### src/rtl/array_stream_reader_pkg.sv
// Shared types and defaults for the array stream reader.
package array_stream_reader_pkg;

  // Default geometry of the attached storage array.
  localparam int ARS_DEF_WIDTH  = 16;
  localparam int ARS_DEF_HEIGHT = 32;

  // Command sequencing states.
  //   ARS_IDLE  : waiting for a start command
  //   ARS_READ  : walking the window, capturing one entry per free output slot
  //   ARS_DRAIN : every entry captured, waiting for the final beat to be accepted
  typedef enum logic [1:0] {
    ARS_IDLE  = 2'd0,
    ARS_READ  = 2'd1,
    ARS_DRAIN = 2'd2
  } ars_state_t;

endpackage

### src/rtl/array_stream_reader.sv
// Read-side engine for an array2-style storage array. On a start command it
// walks a circular window (base, count) of array entries and streams them out
// over a valid/ready handshake, one entry per cycle while downstream keeps up.
//
// Output handshake: a beat is transferred on a rising edge where out_valid and
// out_ready are both high. While out_valid is high and out_ready is low the
// beat (out_data/out_index/out_last) is held unchanged. out_valid never drops
// without an accepted beat, except on abort or reset.
module array_stream_reader
  import array_stream_reader_pkg::*;
#(
  parameter  int width  = ARS_DEF_WIDTH,
  parameter  int height = ARS_DEF_HEIGHT,
  localparam int IDX_W  = $clog2(height)
) (
  input  logic             clk,
  input  logic             reset_n,
  input  logic             start,
  input  logic [IDX_W-1:0] base,
  input  logic [IDX_W:0]   count,
  input  logic             abort,
  output logic [IDX_W-1:0] arr_index,
  input  logic [width-1:0] arr_data,
  output logic             out_valid,
  input  logic             out_ready,
  output logic [width-1:0] out_data,
  output logic [IDX_W-1:0] out_index,
  output logic             out_last,
  output logic             busy,
  output logic             done,
  output ars_state_t       dbg_state
);

  ars_state_t       state;
  logic [IDX_W-1:0] ptr;
  logic [IDX_W:0]   remaining;

  // The output slot can take a new entry when it is empty or being emptied now.
  logic             slot_free;
  logic             beat_accepted;
  logic             last_pending;

  assign slot_free     = !out_valid || out_ready;
  assign beat_accepted = out_valid && out_ready;
  assign last_pending  = (remaining == (IDX_W+1)'(1));

  // The array is read combinationally at the registered pointer, so the entry
  // presented on arr_data is the one captured at the next edge.
  assign arr_index = ptr;
  assign busy      = (state != ARS_IDLE);
  assign dbg_state = state;

  // Command FSM plus output register stage; abort overrides everything.
  always_ff @(posedge clk or negedge reset_n) begin
    if (!reset_n) begin
      state     <= ARS_IDLE;
      ptr       <= '0;
      remaining <= '0;
      out_valid <= 1'b0;
      out_data  <= '0;
      out_index <= '0;
      out_last  <= 1'b0;
      done      <= 1'b0;
    end else if (abort) begin
      // Drop any in-flight beat and return quietly: no done pulse.
      state     <= ARS_IDLE;
      remaining <= '0;
      out_valid <= 1'b0;
      out_last  <= 1'b0;
      done      <= 1'b0;
    end else begin
      done <= 1'b0;
      case (state)
        ARS_IDLE: begin
          if (start) begin
            if (count != '0) begin
              ptr       <= base;
              remaining <= count;
              state     <= ARS_READ;
            end else begin
              // Empty window completes immediately without any beats.
              done <= 1'b1;
            end
          end
        end

        ARS_READ: begin
          if (slot_free) begin
            // Capture replaces (or fills) the slot; an accepted beat in the
            // same cycle is thereby retired with no bubble.
            out_data  <= arr_data;
            out_index <= ptr;
            out_last  <= last_pending;
            out_valid <= 1'b1;
            ptr       <= ptr + IDX_W'(1);
            remaining <= remaining - (IDX_W+1)'(1);
            if (last_pending) begin
              state <= ARS_DRAIN;
            end
          end
        end

        ARS_DRAIN: begin
          // The slot holds the final beat; finish once it is taken.
          if (beat_accepted) begin
            out_valid <= 1'b0;
            if (out_last) begin
              out_last <= 1'b0;
              done     <= 1'b1;
              state    <= ARS_IDLE;
            end
          end
        end

        default: begin
          state     <= ARS_IDLE;
          out_valid <= 1'b0;
          out_last  <= 1'b0;
        end
      endcase
    end
  end

endmodule
### config.mk
export PLATFORM = sky130hd
export DESIGN_NAME = array_stream_reader
export DESIGN_NICKNAME = d
export VERILOG_FILES = /design/src/rtl/array_stream_reader_pkg.sv /design/src/rtl/array_stream_reader.sv
export SDC_FILE = /design/constraint.sdc
export NUM_CORES = 1
export LEC_CHECK = 0
export CAP_MARGIN = 40
export CELL_PAD_IN_SITES_DETAIL_PLACEMENT = 1
export CELL_PAD_IN_SITES_GLOBAL_PLACEMENT = 1
export CORE_ASPECT_RATIO = 0.5
export CORE_MARGIN = 10
export CORE_UTILIZATION = 49
export CTS_BUF_LIST = sky130_fd_sc_hd__clkbuf_4 sky130_fd_sc_hd__clkbuf_8
export CTS_CLUSTER_DIAMETER = 50
export DETAILED_ROUTE_END_ITERATION = 8
export DONT_BUFFER_PORTS = 1
export GPL_ROUTABILITY_DRIVEN = 0
export GPL_TIMING_DRIVEN = 1
export PLACE_DENSITY_LB_ADDON = 0.15
export SLEW_MARGIN = 5
export SYNTH_ARGS = -nofsm -noshare
export SYNTH_HDL_FRONTEND = slang
export SYNTH_SLANG_ARGS = --single-unit
### constraint.sdc
create_clock -name clk -period 2.2 [get_ports clk]
set_input_delay 0.44 -clock clk [delete_from_list [all_inputs] [get_ports clk]]
set_output_delay 0.44 -clock clk [all_outputs]
set_load 0.05 [all_outputs]
After elaboration in Yosys (flattened, before gate mapping) --
Cells that the tools add are included.
Storage, ports and cells: bits in registers 37, word-level logic and storage cells 67
Operators by class: add/sub/neg operators 2, equality and inequality tests 13, multiplexer cells 30, bitwise logic cells 1, reductions and logical operators 13
Operators by type and width (number):
- $mux 6 | 4
- $ne 3x3->1 const B | 6
- $mux 5 | 3
- $mux 2 | 7
- $pmux 6 s2 | 1
- $mux 1 | 10
- $pmux 5 s2 | 1
- $ne 2x2->1 const B | 4
- $eq 6x1->1 const B | 1
- $pmux 1 s3 | 2
- $pmux 2 s3 | 1
- $reduce_and 3->1 | 2
- $reduce_and 6->1 | 1
- $reduce_bool 6->1 | 1
- $sub 6x1->6 const B | 1
- $add 5x1->5 const B | 1
- $reduce_and 5->1 | 1
- $reduce_and 4->1 | 1
- $reduce_bool 2->1 | 2
- $reduce_bool 3->1 | 1
- $eq 2x1->1 const B | 1
- $eq 2x2->1 const B | 1
- $logic_not 2->1 | 1
- $pmux 1 s2 | 1
- other kinds (4) | 4

Logic depth before layout (Yosys ltp) --
word-level depth 5, gate-level depth with buffers 6, gate-level depth less buffers 6

Worst setup path before layout --
OpenSTA, ideal clock, no wires.
path kind reg2reg, from register state[0], in the netlist dbg_state[0], to register remaining[4], library setup time 0.126 ns, arrival 1.779 ns, setup slack 0.295 ns, cell stages (with the launch flop) 5, path buffers 0, period minus slack after synthesis 1.905 ns, cells stage by stage dfrtp_1 > or3_1 > o221ai_2 > nor2_1 > a221o_1
Between the ends: word-level cells in the longest chain between the ends 3, elaborated cells on any way between the ends 9, classes of those cells eq/ne: 4; mux: 2; reduce/logical: 3
RTL lines:
- from (decl) | line array_stream_reader.sv:34 | ars_state_t state;
- from (signal assigned) | line array_stream_reader.sv:56 | state <= ARS_IDLE;
- from (signal assigned) | line array_stream_reader.sv:66 | state <= ARS_IDLE;
- from (signal assigned) | line array_stream_reader.sv:79 | state <= ARS_READ;
- $eq 2x1->1 or $logic_not 2->1 (tied branches) | line array_stream_reader.sv:73 | case (state)
- $ne 3x3->1 (no line), or another cell as far along
- $reduce_and 4->1 (no line) or $mux 6 (tied branches)
- to (signal assigned) | line array_stream_reader.sv:78 | remaining <= count;
- to (signal assigned) | line array_stream_reader.sv:96 | remaining <= remaining - (IDX_W+1)'(1);
- to (decl) | line array_stream_reader.sv:36 | logic [IDX_W:0] remaining;
Parallel ways exist; a longest one is shown, timed or not. A chain may end at the register's enable or synchronous reset.

Worst setup path in the final report --
from register state[1], in the netlist dbg_state[1], to output busy
Between the ends: word-level cells in the longest chain between the ends 1
RTL lines:
- $reduce_bool 2->1 | line array_stream_reader.sv:50 | assign busy = (state != ARS_IDLE);
- to (decl) | line array_stream_reader.sv:29 | output logic busy,
Every way passes these cells.

==> results.md <==
- Filler cell count: 383
- IO Count: 64
- Share of layout cells above drive strength 1: 0.272
- Switching share of power: 0.468
- Core Rows: 15
- FMAX: 525 MHz
- Path type of the worst setup path: reg -> out
- Sink Count: 37
- Worst path max stage delay: 0.49 ns
- Number of post-CTS setup repair buffers: 0
- Initial antenna violation count: 0
- Largest net degree at the start of global routing: 38
- Filler-free cell count of the finished design: 224
- Hpwl dp: 3670 um
- Synthesized Nets: 198
- Reg power frac: 0.591
- Hold Path Depth: 1
- Area added between synthesis and finish: 12.6%
- Final Critical Period: 1.91 ns
- CP Depth: 2
- CORE AREA: 3510 um^2
- Global-route wire length before repair: 7890 um
- Leak: 0.873 nW
- WP buf/inv: 1
- PwrDens: 1300 nW/um^2
- Synth Instances: 163
- Pins Over Slew Limit: 0
- Worst-case clock skew: 0.00724 ns
- Worst Path Max Fanout: 10
- Yosys reg bits: 37
- Total die area: 6700 um^2
- DRC: 0
- Setup ws final: 0.294 ns
- Combinational Power Share: 0.183
- Crit path cell chain: buf_4, or2_2
- Yosys cell types: 39
- PostCTS Resize Cnt: 0
- 1st-iter DRT viols: 50
- Max_slew headroom: 0.598
- Die extent in y: 63.1 um
- GRT Residual Overflow: 0
- Critical Path AT: 1.47 ns
- Ys Warns: 0
- Via count of the first global-routing pass: 1484
- Sequential share of the synthesized area: 0.509
- CTS H-tree depth: 2
- Clock tree from TritonCTS: yes
- Worst-Margin Slew: 0.603 ns
- Power Internal: 1.42 mW
- DR pass1 iterations: 4
- Die Wd: 106 um
- Commonest non-fill, non-tap cell in the layout: dfrtp_1
- Crit path required time: 1.76 ns
- Slowest CP cell: dfrtp_1
- Worst reg-to-reg path cell count: 5
- Port bufs: 0
- Switching power: 1.25 mW
- Max clock buf depth: 2
- Clock latency on the worst-skew pair: 0.29 ns
- Vias per cell: 5.92
- Dpl cells: 214
- Endpoints failing setup: 0
- Crit end category: primary output
- CTS root buf: clkbuf_8
- Final Hold Fails: 0
- HP Class: in -> reg
- Netlist Area Pre-Place: 1820 um^2
- Number of nets in the layout: 207
- Final WL: 4830 um
- Pre-CTS setup slack: 0.263 ns
- Vias: 1325
- # diodes: 0
- Routed WL per cell: 21.5 um
- RSZ-0062 raised after global routing: false
- Clock Power Share: 0.225
- Remaining antenna violation count: 0
- Element type at the critical path start: flop
- Final period utilization: 0.866
- Syn avg cell area: 11.2 um^2
- Most frequent cells in the layout: 37 x dfrtp_1, 22 x mux2_2, 11 x a21oi_1, 10 x nor2_1, 9 x buf_4
- Critical path's top delay family: flip-flops
- Setup tns final: 0 ns
- CTS Buf Count: 5
- Starting density of the core: 0.519
- Max cap viols: 0
- Outcome: finished, final reports clean
- Worst-path clk slew: 0.08 ns
- GRT Util Overall: 0.143
- Peak supply drop: 0.000427 V
-- layer usage --
metal  track usage  routed length [um]  vias to the layer above
li1              -                   -                      609
met1         0.172                2140                      655
met2         0.218                2090                       59
met3        0.0832                 585                        2
met4        0.0285                  16                        0
met5             0                   0                        -
-- logic make-up (layout without fill, tap and decap cells) --
| group | Yosys count | in the layout | synth area share |
|---|---|---|---|
| buf+inv | 12 | 22 | 0.0316 |
| fa+ha+maj | 3 | 3 | 0.0206 |
| flops | 37 | 37 | 0.509 |
| simple gates | 51 | 51 | 0.159 |
| mux | 23 | 23 | 0.142 |
| compound gates | 37 | 37 | 0.138 |
-- cell type report --
type,count,area [um^2],share of cell area
clock buffer,5,68.8,0.0336
clock inverter,3,46.3,0.0226
inverter,3,11.3,0.00549
multi-input combinational,114,837,0.408
sequential,37,926,0.451
tap,51,63.8,0.0311
timing repair buffer,11,97.6,0.0476
-- registers in the layout (all words and copies together), names as in the netlist --
name       cells
arr_index      5
out_index      5
done           1
out_data      16
remaining      6
dbg_state      2
out_last       1
out_valid      1
-- power by group through the flow --
stage | registers (mW) | logic [mW] | clock network, mW
after CTS | 1.59 | 0.497 | 0.615
after detailed placement | 1.60 | 0.476 | 0
after global routing | 1.61 | 0.548 | 0.647
after global placement | 1.59 | 0.455 | 0
after floorplan | 1.60 | 0.312 | 0
final | 1.58 | 0.490 | 0.602
-- timing repair --
item                                    4_1_cts  5_1_grt
hold buffers                                  2        0
endpoints found under the setup margin        0        0
hold endpoints to repair                     37        0
-- worst register-to-register path, delay by kind of cell, from the launching register on --
kind,cells,cell delay [ns]
and+or+nand+nor,2,0.65
AOI/OAI and AO/OA,2,0.41
DFF,1,0.36
buffers and inverters,1,0.29
-- synth_stat cells --
cell	n	area (um^2)
a211oi_1	2	15.0
a21o_1	2	15.0
a21oi_1	11	55.1
a221o_1	3	30.0
and2_1	4	25.0
buf_1	2	7.51
buf_2	1	5.00
buf_4	1	7.51
buf_6	1	11.3
clkbuf_1	4	15.0
dfrtp_1	37	926
ha_1	3	37.5
inv_1	3	11.3
mux2_2	22	248
mux2i_1	1	10.0
nand2_1	7	26.3
nand2b_1	2	12.5
nand3_1	6	30.0
nand3b_1	2	15.0
nand4b_1	1	8.76
nor2_1	10	37.5
nor2b_1	2	12.5
nor3_1	4	20.0
nor3_2	1	10.0
nor3b_1	3	22.5
nor4_1	1	6.26
nor4bb_1	1	10.0
o21a_1	1	7.51
o21ai_0	8	40.0
o21ba_2	1	10.0
o221ai_2	1	15.0
o2bb2ai_1	2	17.5
o311ai_0	1	8.76
o31ai_1	5	37.5
or2_2	3	18.8
or3_1	1	6.26
or4_1	1	7.51
or4_4	1	11.3
or4b_1	1	10.0
-- per-stage QoR --
stage          hold slack [ns]  power, mW   util  instance area [um^2]
4_1_cts                  0.199       2.70  0.584                  2050
3_5_place_dp             0.146       2.08  0.543                  1910
3_3_place_gp             0.145       2.05  0.543                  1910
6_report                 0.204       2.67  0.584                  2050
2_1_floorplan            0.144       1.92      -                  1820
5_1_grt                  0.191       2.81  0.584                  2050
-- final timing paths --
check	start	end	slack [ns]
worst max register to register	dbg_state[0]	remaining[4]	0.45
worst min register to register	remaining[5]	remaining[5]	0.54
worst max-delay path	dbg_state[1]	busy	0.29
worst min-delay path	abort	done	0.20
min in group asynchronous	reset_n	out_valid	0.59
max in group asynchronous	reset_n	out_data[9]	1.41
(Power assumes the default switching activity.)
